$ cat src/rtl/uart_mmio_peripheral_if.sv
// Data-memory bus seen by the UART peripheral: address, store data/width, load strobe,
// plus the combinational select and read data returned to the core's load mux.
interface uart_mmio_peripheral_if;
    logic [31:0] addr;
    logic [31:0] wdata;
    logic [1:0]  mem_write;
    logic        mem_read;
    logic        sel;
    logic [31:0] rdata;

    modport master (output addr, wdata, mem_write, mem_read, input sel, rdata);
    modport slave  (input addr, wdata, mem_write, mem_read, output sel, rdata);
endinterface

$ cat src/rtl/uart_mmio_peripheral.sv
// Memory-mapped 8N1 UART: TX FIFO, RX holding register, status register.
// Receiver is built only when UART_RX_EN is defined; otherwise RX reads as idle.
module uart_mmio_peripheral #(
    parameter int          CLKS_PER_BIT  = 868,
    parameter int          TX_FIFO_DEPTH = 16,
    parameter logic [31:0] BASE_ADDR     = 32'h0000_0400
) (
    input  logic                   clk,
    input  logic                   reset,
    uart_mmio_peripheral_if.slave  bus,
    output logic                   uart_tx,
    input  logic                   uart_rx,
    output logic                   tx_full,
    output logic                   rx_valid
);
    localparam int AW = $clog2(TX_FIFO_DEPTH);
    localparam int CW = (CLKS_PER_BIT > 1) ? $clog2(CLKS_PER_BIT) : 1;
    localparam logic [CW-1:0] BIT_LAST = CW'(CLKS_PER_BIT - 1);
    localparam logic [CW-1:0] BIT_HALF = CW'(CLKS_PER_BIT / 2 - 1);

    typedef enum logic [1:0] {TX_IDLE, TX_START, TX_DATA, TX_STOP} tx_state_t;

    logic [1:0] offset;
    logic       wr_en, tx_push, stat_wr, rx_pop, push_ok, tx_pop, tx_empty, tx_busy;
    logic       tx_overflow, rx_overrun;
    logic [7:0] rx_hold;

    assign offset  = bus.addr[3:2];
    assign bus.sel = (bus.addr[31:4] == BASE_ADDR[31:4]);
    assign wr_en   = bus.sel && (bus.mem_write != 2'b00);
    assign tx_push = wr_en && (offset == 2'd0);
    assign stat_wr = wr_en && (offset == 2'd2);
    assign rx_pop  = bus.sel && bus.mem_read && (offset == 2'd1) && rx_valid;

    logic [7:0]    fifo_mem [TX_FIFO_DEPTH];
    logic [AW-1:0] wr_ptr, rd_ptr;
    logic [AW:0]   fifo_count;

    assign tx_full  = (fifo_count == (AW+1)'(TX_FIFO_DEPTH));
    assign tx_empty = (fifo_count == '0);
    assign push_ok  = tx_push && !tx_full;

    // Fullness is judged before the edge, so a simultaneous pop never rescues a push.
    always_ff @(posedge clk or posedge reset) begin
        if (reset) begin
            wr_ptr      <= '0;
            rd_ptr      <= '0;
            fifo_count  <= '0;
            tx_overflow <= 1'b0;
        end else begin
            if (push_ok) wr_ptr <= wr_ptr + 1'b1;
            if (tx_pop)  rd_ptr <= rd_ptr + 1'b1;
            case ({push_ok, tx_pop})
                2'b10:   fifo_count <= fifo_count + 1'b1;
                2'b01:   fifo_count <= fifo_count - 1'b1;
                default: fifo_count <= fifo_count;
            endcase
            if (stat_wr)               tx_overflow <= 1'b0;
            else if (tx_push && tx_full) tx_overflow <= 1'b1;
        end
    end

    always_ff @(posedge clk) begin
        if (push_ok) fifo_mem[wr_ptr] <= bus.wdata[7:0];
    end

    tx_state_t     tx_state, tx_next;
    logic [CW-1:0] tx_cnt, tx_cnt_n;
    logic [2:0]    tx_bit, tx_bit_n;
    logic [7:0]    tx_shift, tx_shift_n;

    assign tx_busy = (tx_state != TX_IDLE);

    // uart_tx is a registered copy of the current bit, giving the two-cycle write-to-start latency.
    always_ff @(posedge clk or posedge reset) begin
        if (reset) begin
            tx_state <= TX_IDLE;
            tx_cnt   <= '0;
            tx_bit   <= '0;
            tx_shift <= '0;
            uart_tx  <= 1'b1;
        end else begin
            tx_state <= tx_next;
            tx_cnt   <= tx_cnt_n;
            tx_bit   <= tx_bit_n;
            tx_shift <= tx_shift_n;
            case (tx_state)
                TX_START: uart_tx <= 1'b0;
                TX_DATA:  uart_tx <= tx_shift[0];
                default:  uart_tx <= 1'b1;
            endcase
        end
    end

    always_comb begin
        tx_next    = tx_state;
        tx_cnt_n   = tx_cnt;
        tx_bit_n   = tx_bit;
        tx_shift_n = tx_shift;
        tx_pop     = 1'b0;
        case (tx_state)
            TX_IDLE: begin
                if (!tx_empty) begin
                    tx_pop     = 1'b1;
                    tx_shift_n = fifo_mem[rd_ptr];
                    tx_cnt_n   = '0;
                    tx_next    = TX_START;
                end
            end
            TX_START: begin
                if (tx_cnt == BIT_LAST) begin
                    tx_cnt_n = '0;
                    tx_bit_n = '0;
                    tx_next  = TX_DATA;
                end else begin
                    tx_cnt_n = tx_cnt + 1'b1;
                end
            end
            TX_DATA: begin
                if (tx_cnt == BIT_LAST) begin
                    tx_cnt_n   = '0;
                    tx_shift_n = {1'b0, tx_shift[7:1]};
                    if (tx_bit == 3'd7) tx_next = TX_STOP;
                    else                tx_bit_n = tx_bit + 3'd1;
                end else begin
                    tx_cnt_n = tx_cnt + 1'b1;
                end
            end
            TX_STOP: begin
                if (tx_cnt == BIT_LAST) begin
                    tx_cnt_n = '0;
                    if (!tx_empty) begin
                        tx_pop     = 1'b1;
                        tx_shift_n = fifo_mem[rd_ptr];
                        tx_next    = TX_START;
                    end else begin
                        tx_next = TX_IDLE;
                    end
                end else begin
                    tx_cnt_n = tx_cnt + 1'b1;
                end
            end
            default: tx_next = TX_IDLE;
        endcase
    end

`ifdef UART_RX_EN
    typedef enum logic [1:0] {RX_IDLE, RX_START, RX_DATA, RX_STOP} rx_state_t;

    rx_state_t     rx_state, rx_next;
    logic [1:0]    rx_sync;
    logic          rx_s, rx_prev, rx_done;
    logic [CW-1:0] rx_cnt, rx_cnt_n;
    logic [2:0]    rx_bit, rx_bit_n;
    logic [7:0]    rx_shift, rx_shift_n;

    assign rx_s = rx_sync[1];

    // A byte completing while one is unread is dropped unless that byte is popped this same cycle.
    always_ff @(posedge clk or posedge reset) begin
        if (reset) begin
            rx_sync    <= 2'b11;
            rx_prev    <= 1'b1;
            rx_state   <= RX_IDLE;
            rx_cnt     <= '0;
            rx_bit     <= '0;
            rx_shift   <= '0;
            rx_hold    <= '0;
            rx_valid   <= 1'b0;
            rx_overrun <= 1'b0;
        end else begin
            rx_sync  <= {rx_sync[0], uart_rx};
            rx_prev  <= rx_s;
            rx_state <= rx_next;
            rx_cnt   <= rx_cnt_n;
            rx_bit   <= rx_bit_n;
            rx_shift <= rx_shift_n;
            if (rx_done && (!rx_valid || rx_pop)) begin
                rx_hold  <= rx_shift;
                rx_valid <= 1'b1;
            end else if (rx_pop) begin
                rx_valid <= 1'b0;
            end
            if (stat_wr)                           rx_overrun <= 1'b0;
            else if (rx_done && rx_valid && !rx_pop) rx_overrun <= 1'b1;
        end
    end

    always_comb begin
        rx_next    = rx_state;
        rx_cnt_n   = rx_cnt;
        rx_bit_n   = rx_bit;
        rx_shift_n = rx_shift;
        rx_done    = 1'b0;
        case (rx_state)
            RX_IDLE: begin
                if (rx_prev && !rx_s) begin
                    rx_cnt_n = '0;
                    rx_next  = RX_START;
                end
            end
            RX_START: begin
                if (rx_cnt == BIT_HALF) begin
                    rx_cnt_n = '0;
                    rx_bit_n = '0;
                    rx_next  = rx_s ? RX_IDLE : RX_DATA;
                end else begin
                    rx_cnt_n = rx_cnt + 1'b1;
                end
            end
            RX_DATA: begin
                if (rx_cnt == BIT_LAST) begin
                    rx_cnt_n   = '0;
                    rx_shift_n = {rx_s, rx_shift[7:1]};
                    if (rx_bit == 3'd7) rx_next = RX_STOP;
                    else                rx_bit_n = rx_bit + 3'd1;
                end else begin
                    rx_cnt_n = rx_cnt + 1'b1;
                end
            end
            RX_STOP: begin
                if (rx_cnt == BIT_LAST) begin
                    rx_cnt_n = '0;
                    rx_done  = rx_s;
                    rx_next  = RX_IDLE;
                end else begin
                    rx_cnt_n = rx_cnt + 1'b1;
                end
            end
            default: rx_next = RX_IDLE;
        endcase
    end

    logic unused_bits;
    assign unused_bits = ^{bus.wdata[31:8], bus.addr[1:0]};
`else
    assign rx_valid   = 1'b0;
    assign rx_hold    = 8'h00;
    assign rx_overrun = 1'b0;

    logic unused_bits;
    assign unused_bits = ^{bus.wdata[31:8], bus.addr[1:0], uart_rx, rx_pop};
`endif

    always_comb begin
        bus.rdata = '0;
        case (offset)
            2'd1:    bus.rdata = {24'b0, rx_valid ? rx_hold : 8'h00};
            2'd2:    bus.rdata = {26'b0, rx_overrun, tx_overflow, tx_busy, rx_valid, tx_empty, tx_full};
            default: bus.rdata = '0;
        endcase
    end
endmodule

$ cat src/flat_wrapper.sv
// flat-port wrapper written by rule: the top's interface ports become plain ports
module uart_mmio_peripheral_flat 
#(
    parameter int          CLKS_PER_BIT  = 868,
    parameter int          TX_FIFO_DEPTH = 16,
    parameter logic [31:0] BASE_ADDR     = 32'h0000_0400
)
  (clk, reset, uart_tx, uart_rx, tx_full, rx_valid, bus_addr, bus_wdata, bus_mem_write, bus_mem_read, bus_sel, bus_rdata);
  uart_mmio_peripheral_if bus_i ();
  input  logic clk;
  input  logic reset;
  output logic uart_tx;
  input  logic uart_rx;
  output logic tx_full;
  output logic rx_valid;
  input wire logic [$bits(bus_i.addr)-1:0] bus_addr;
  input wire logic [$bits(bus_i.wdata)-1:0] bus_wdata;
  input wire logic [$bits(bus_i.mem_write)-1:0] bus_mem_write;
  input wire logic [$bits(bus_i.mem_read)-1:0] bus_mem_read;
  output wire logic [$bits(bus_i.sel)-1:0] bus_sel;
  output wire logic [$bits(bus_i.rdata)-1:0] bus_rdata;
  assign bus_i.addr = bus_addr;
  assign bus_i.wdata = bus_wdata;
  assign bus_i.mem_write = bus_mem_write;
  assign bus_i.mem_read = bus_mem_read;
  assign bus_sel = bus_i.sel;
  assign bus_rdata = bus_i.rdata;
  uart_mmio_peripheral #(.CLKS_PER_BIT(CLKS_PER_BIT), .TX_FIFO_DEPTH(TX_FIFO_DEPTH), .BASE_ADDR(BASE_ADDR)) u_core (.clk(clk), .reset(reset), .bus(bus_i), .uart_tx(uart_tx), .uart_rx(uart_rx), .tx_full(tx_full), .rx_valid(rx_valid));
endmodule
$ cat config.mk
export PLATFORM = sky130hd
export DESIGN_NAME = uart_mmio_peripheral_flat
export DESIGN_NICKNAME = d
export VERILOG_FILES = /design/src/rtl/uart_mmio_peripheral_if.sv /design/src/rtl/uart_mmio_peripheral.sv /design/src/flat_wrapper.sv
export SDC_FILE = /design/constraint.sdc
export NUM_CORES = 1
export LEC_CHECK = 0
export ABC_AREA = 1
export CORE_AREA = 5 5 125 127
export DETAILED_ROUTE_END_ITERATION = 16
export DIE_AREA = 0 0 130 132
export PLACE_DENSITY = 0.79
export RECOVER_POWER = 25
export SLEW_MARGIN = 20
export SYNTH_ARGS = -nofsm -noshare
export SYNTH_HDL_FRONTEND = slang
export SYNTH_SLANG_ARGS = --single-unit
export TNS_END_PERCENT = 1
$ cat constraint.sdc
create_clock -name clk -period 3.1 [get_ports clk]
set_input_delay 0.31 -clock clk [delete_from_list [all_inputs] [get_ports clk]]
set_output_delay 0.31 -clock clk [all_outputs]
set_load 0.01 [all_outputs]
==> flow_summary.yaml <==
timing:
  maxSlewViolCount: 0
  fin_crit_ns: 2.89
  min_period_over_period: 0.931
  max_slew_margin: 0.484
  rsz0062_at_grt: "false"
  worstMarginPinSlew_ns: 0.774
  setup-violations-final: 0
  hold_viol: 0
  max_freq_mhz: 347
  fin_worst_skew_ns: 0.0113
  finalWorstSetupSlack_ns: 0.215
  timing.setup.tns_ns: 0
power_and_ir_drop:
  leakage_uw: 0.00344
  p_total_uw: 4510
  power_density_mw_per_mm2: 510
  ir_worst_vdd_v: 0.000434
placement:
  dp_hpwl_um: 10700
  io_buffers: 48
  place_ws_ns: 0.133
  placed_area_mm2: 0.00829
  gp_congestion: 0.878
outcome:
  status: "finished clean"
logic_synthesis:
  synth_area_mm2: 0.00768
  ys_ff_latch: 166
  synth_top_cell_by_area: "edfxtp_1"
  ys_types: 39
  ys_async_sr_fraction: 0.229
  synth-main-ff-cell: "edfxtp_1"
  seq_area_frac_synth: 0.624
  syn_avg_cell_area_um2: 10.4
  netlist.area_leader.share: 0.500
  ys_warn_count: 0
  yosys-top-cells-count: "145 x nand2_1, 128 x edfxtp_1, 115 x nor2_1, 52 x o21ai_0, 40 x inv_1"
  synth_edf_count: 128
  syn_inst: 737
  yosysMostFrequentCell: "nand2_1"
  synth.area.top_cells: "edfxtp_1 50%, dfrtp_1 12%, nand2_1 7.1%"
cts:
  numCtsBuffers: 17
  clockRootBuffer: "clkbuf_16"
  ctsHtreeMaxLevel: 4
  post_cts_resized: 0
  clockBufferDepth: 2
  cts.sinks: 166
  cts_tree: "built"
  hold_buffers: 0
  clk_pin_slew_ns: 0.07
  cts_setup_buffers: 0
  clk-insertion-delay-late_ns: 0.43
die:
  num_rows: 44
  fp.dieArea_mm2: 0.0172
  die_h_um: 132
  ios: 106
  core_mm2: 0.0143
  start_util: 0.537
  die_x_um: 130
finish:
  postLayoutCellArea_mm2: 0.00884
  fin_nets: 886
  area_growth_pct: 15.1
  num_antenna_cells: 0
  drive_gt1_frac: 0.100
routing:
  drt_iter0_markers: 484
  drc_errors: 0
  num_vias: 5309
  viasPerCell: 5.34
  drt_wl_total_um: 16600
  wl_per_cell_um: 16.7
  dr.pass1.iters: 5
  antenna_left: 0
worst_setup_path:
  critPathTopFamily: "simple AND/OR/NAND/NOR gates"
  startpoint_type: "flop"
  slowest_delay_ns: 0.39
  path_buf_inv: 3
  critPathMaxFanout: 7
  crit_top_cell: "nand2_1"
  end_kind: "flop"
  cp.arrival_ns: 3.20
  cp_slowest_cell: "dfrtp_1"
  crit_chain: "ha_1, nand2_1, nor2_2, nand4_2, nand2_2, nand2_1, inv_2, ha_2, inv_1, fa_1, inv_1, a21oi_1, o21bai_1, or2_2, nand2_1, xor2_1"
  reg2reg_setup_slack_ns: 0.21
  critPathRequiredTime_ns: 3.41
  crit_type: "flop to flop"
global_route:
  antenna_found_initial: 0
  grt-ovfl-total: 0
  grt_max_degree: 68
  grt_first_pass_wirelength_um: 26100
  grt_use_total: 0.201
  grt_pass1_vias: 5066
min_path:
  hold_class: "primary input to asynchronous set/reset pin"
job:
  cap_violations: 0
## final timing paths
check	startpoint	end	cells after the start
max reg2reg	u_core.tx_cnt[0]	u_core.fifo_count[4]	16
min in group clk	u_core.tx_shift[0]	u_core.tx_shift[0]	2
min	reset	u_core.fifo_count[3]	2
max	u_core.tx_cnt[0]	u_core.fifo_count[4]	16
max in group asynchronous	reset	u_core.rd_ptr[0]	3
min reg2reg	u_core.tx_shift[0]	u_core.tx_shift[0]	2
## cell usage in the layout, fill, tap and decap left out, types with 3 or more instances in the layout
cell	count
nand2_1	145
edfxtp_1	128
nor2_1	115
o21ai_0	52
clkdlybuf4s50_1	44
inv_1	40
dfrtp_1	36
nand3_1	34
a21oi_1	33
conb_1	29
clkbuf_16	17
buf_4	17
ha_1	16
o211ai_1	13
nor2_2	12
xor2_1	10
o21ai_1	7
o22ai_1	6
inv_2	5
inv_6	5
clkbuf_1	4
dlygate4sd3_1	4
nand2_2	3
or2_2	3
## final cells by class
type | count | area (um^2)
fill | 1128 | 5470
clock inverter | 13 | 120
multi-input combinational | 500 | 2480
timing repair buffer | 67 | 616
inverter | 45 | 169
clock buffer | 19 | 433
sequential | 166 | 4800
tap | 184 | 230
## per-stage QoR
stage                      util  std cells  hold slack (ns)
after CTS                 0.618        994            0.208
after detailed placement  0.579        962            0.466
after floorplan               -        765            0.409
after global routing      0.618        994            0.381
after global placement    0.579        962            0.465
final                     0.618        994            0.331
## state kept, by name (all words and copies together) (netlist names)
signal,flops
u_core.tx_shift,8
u_core.uart_tx,1
u_core.rd_ptr,4
u_core.fifo_count,5
u_core.tx_bit,3
u_core.tx_overflow,1
u_core.tx_cnt,10
u_core.wr_ptr,4
u_core.fifo_mem,128
u_core.tx_state,2
## kinds of logic (layout without fill, tap and decap cells)
| logic type | count (synthesis) | count (layout) | share of synthesized area |
|---|---|---|---|
| simple gates | 323 | 323 | 0.179 |
| flops | 166 | 166 | 0.624 |
| compound gates | 118 | 118 | 0.0847 |
| buf+inv | 99 | 144 | 0.0674 |
| fa+ha+maj | 19 | 19 | 0.0319 |
| xor+xnor | 11 | 11 | 0.0125 |
| other cells | 1 | 29 | 0.000488 |
## report_power, final
part,internal (uW),switching [uW],total (uW)
clock network,1110,884,2000
logic,49.3,66.0,115
registers,2400,0.0000120,2400
total,3560,950,4510
## metal layers
metal / wire, um / global-route usage / up-vias
met1: 6790 / 0.271 / 2499
met2: 8220 / 0.319 / 235
met4: 328 / 0.0687 / 0
li1: - / - / 2550
met3: 1260 / 0.0490 / 25
met5: 0 / 0 / -
No activity file was read; power rests on OpenSTA's default activity.
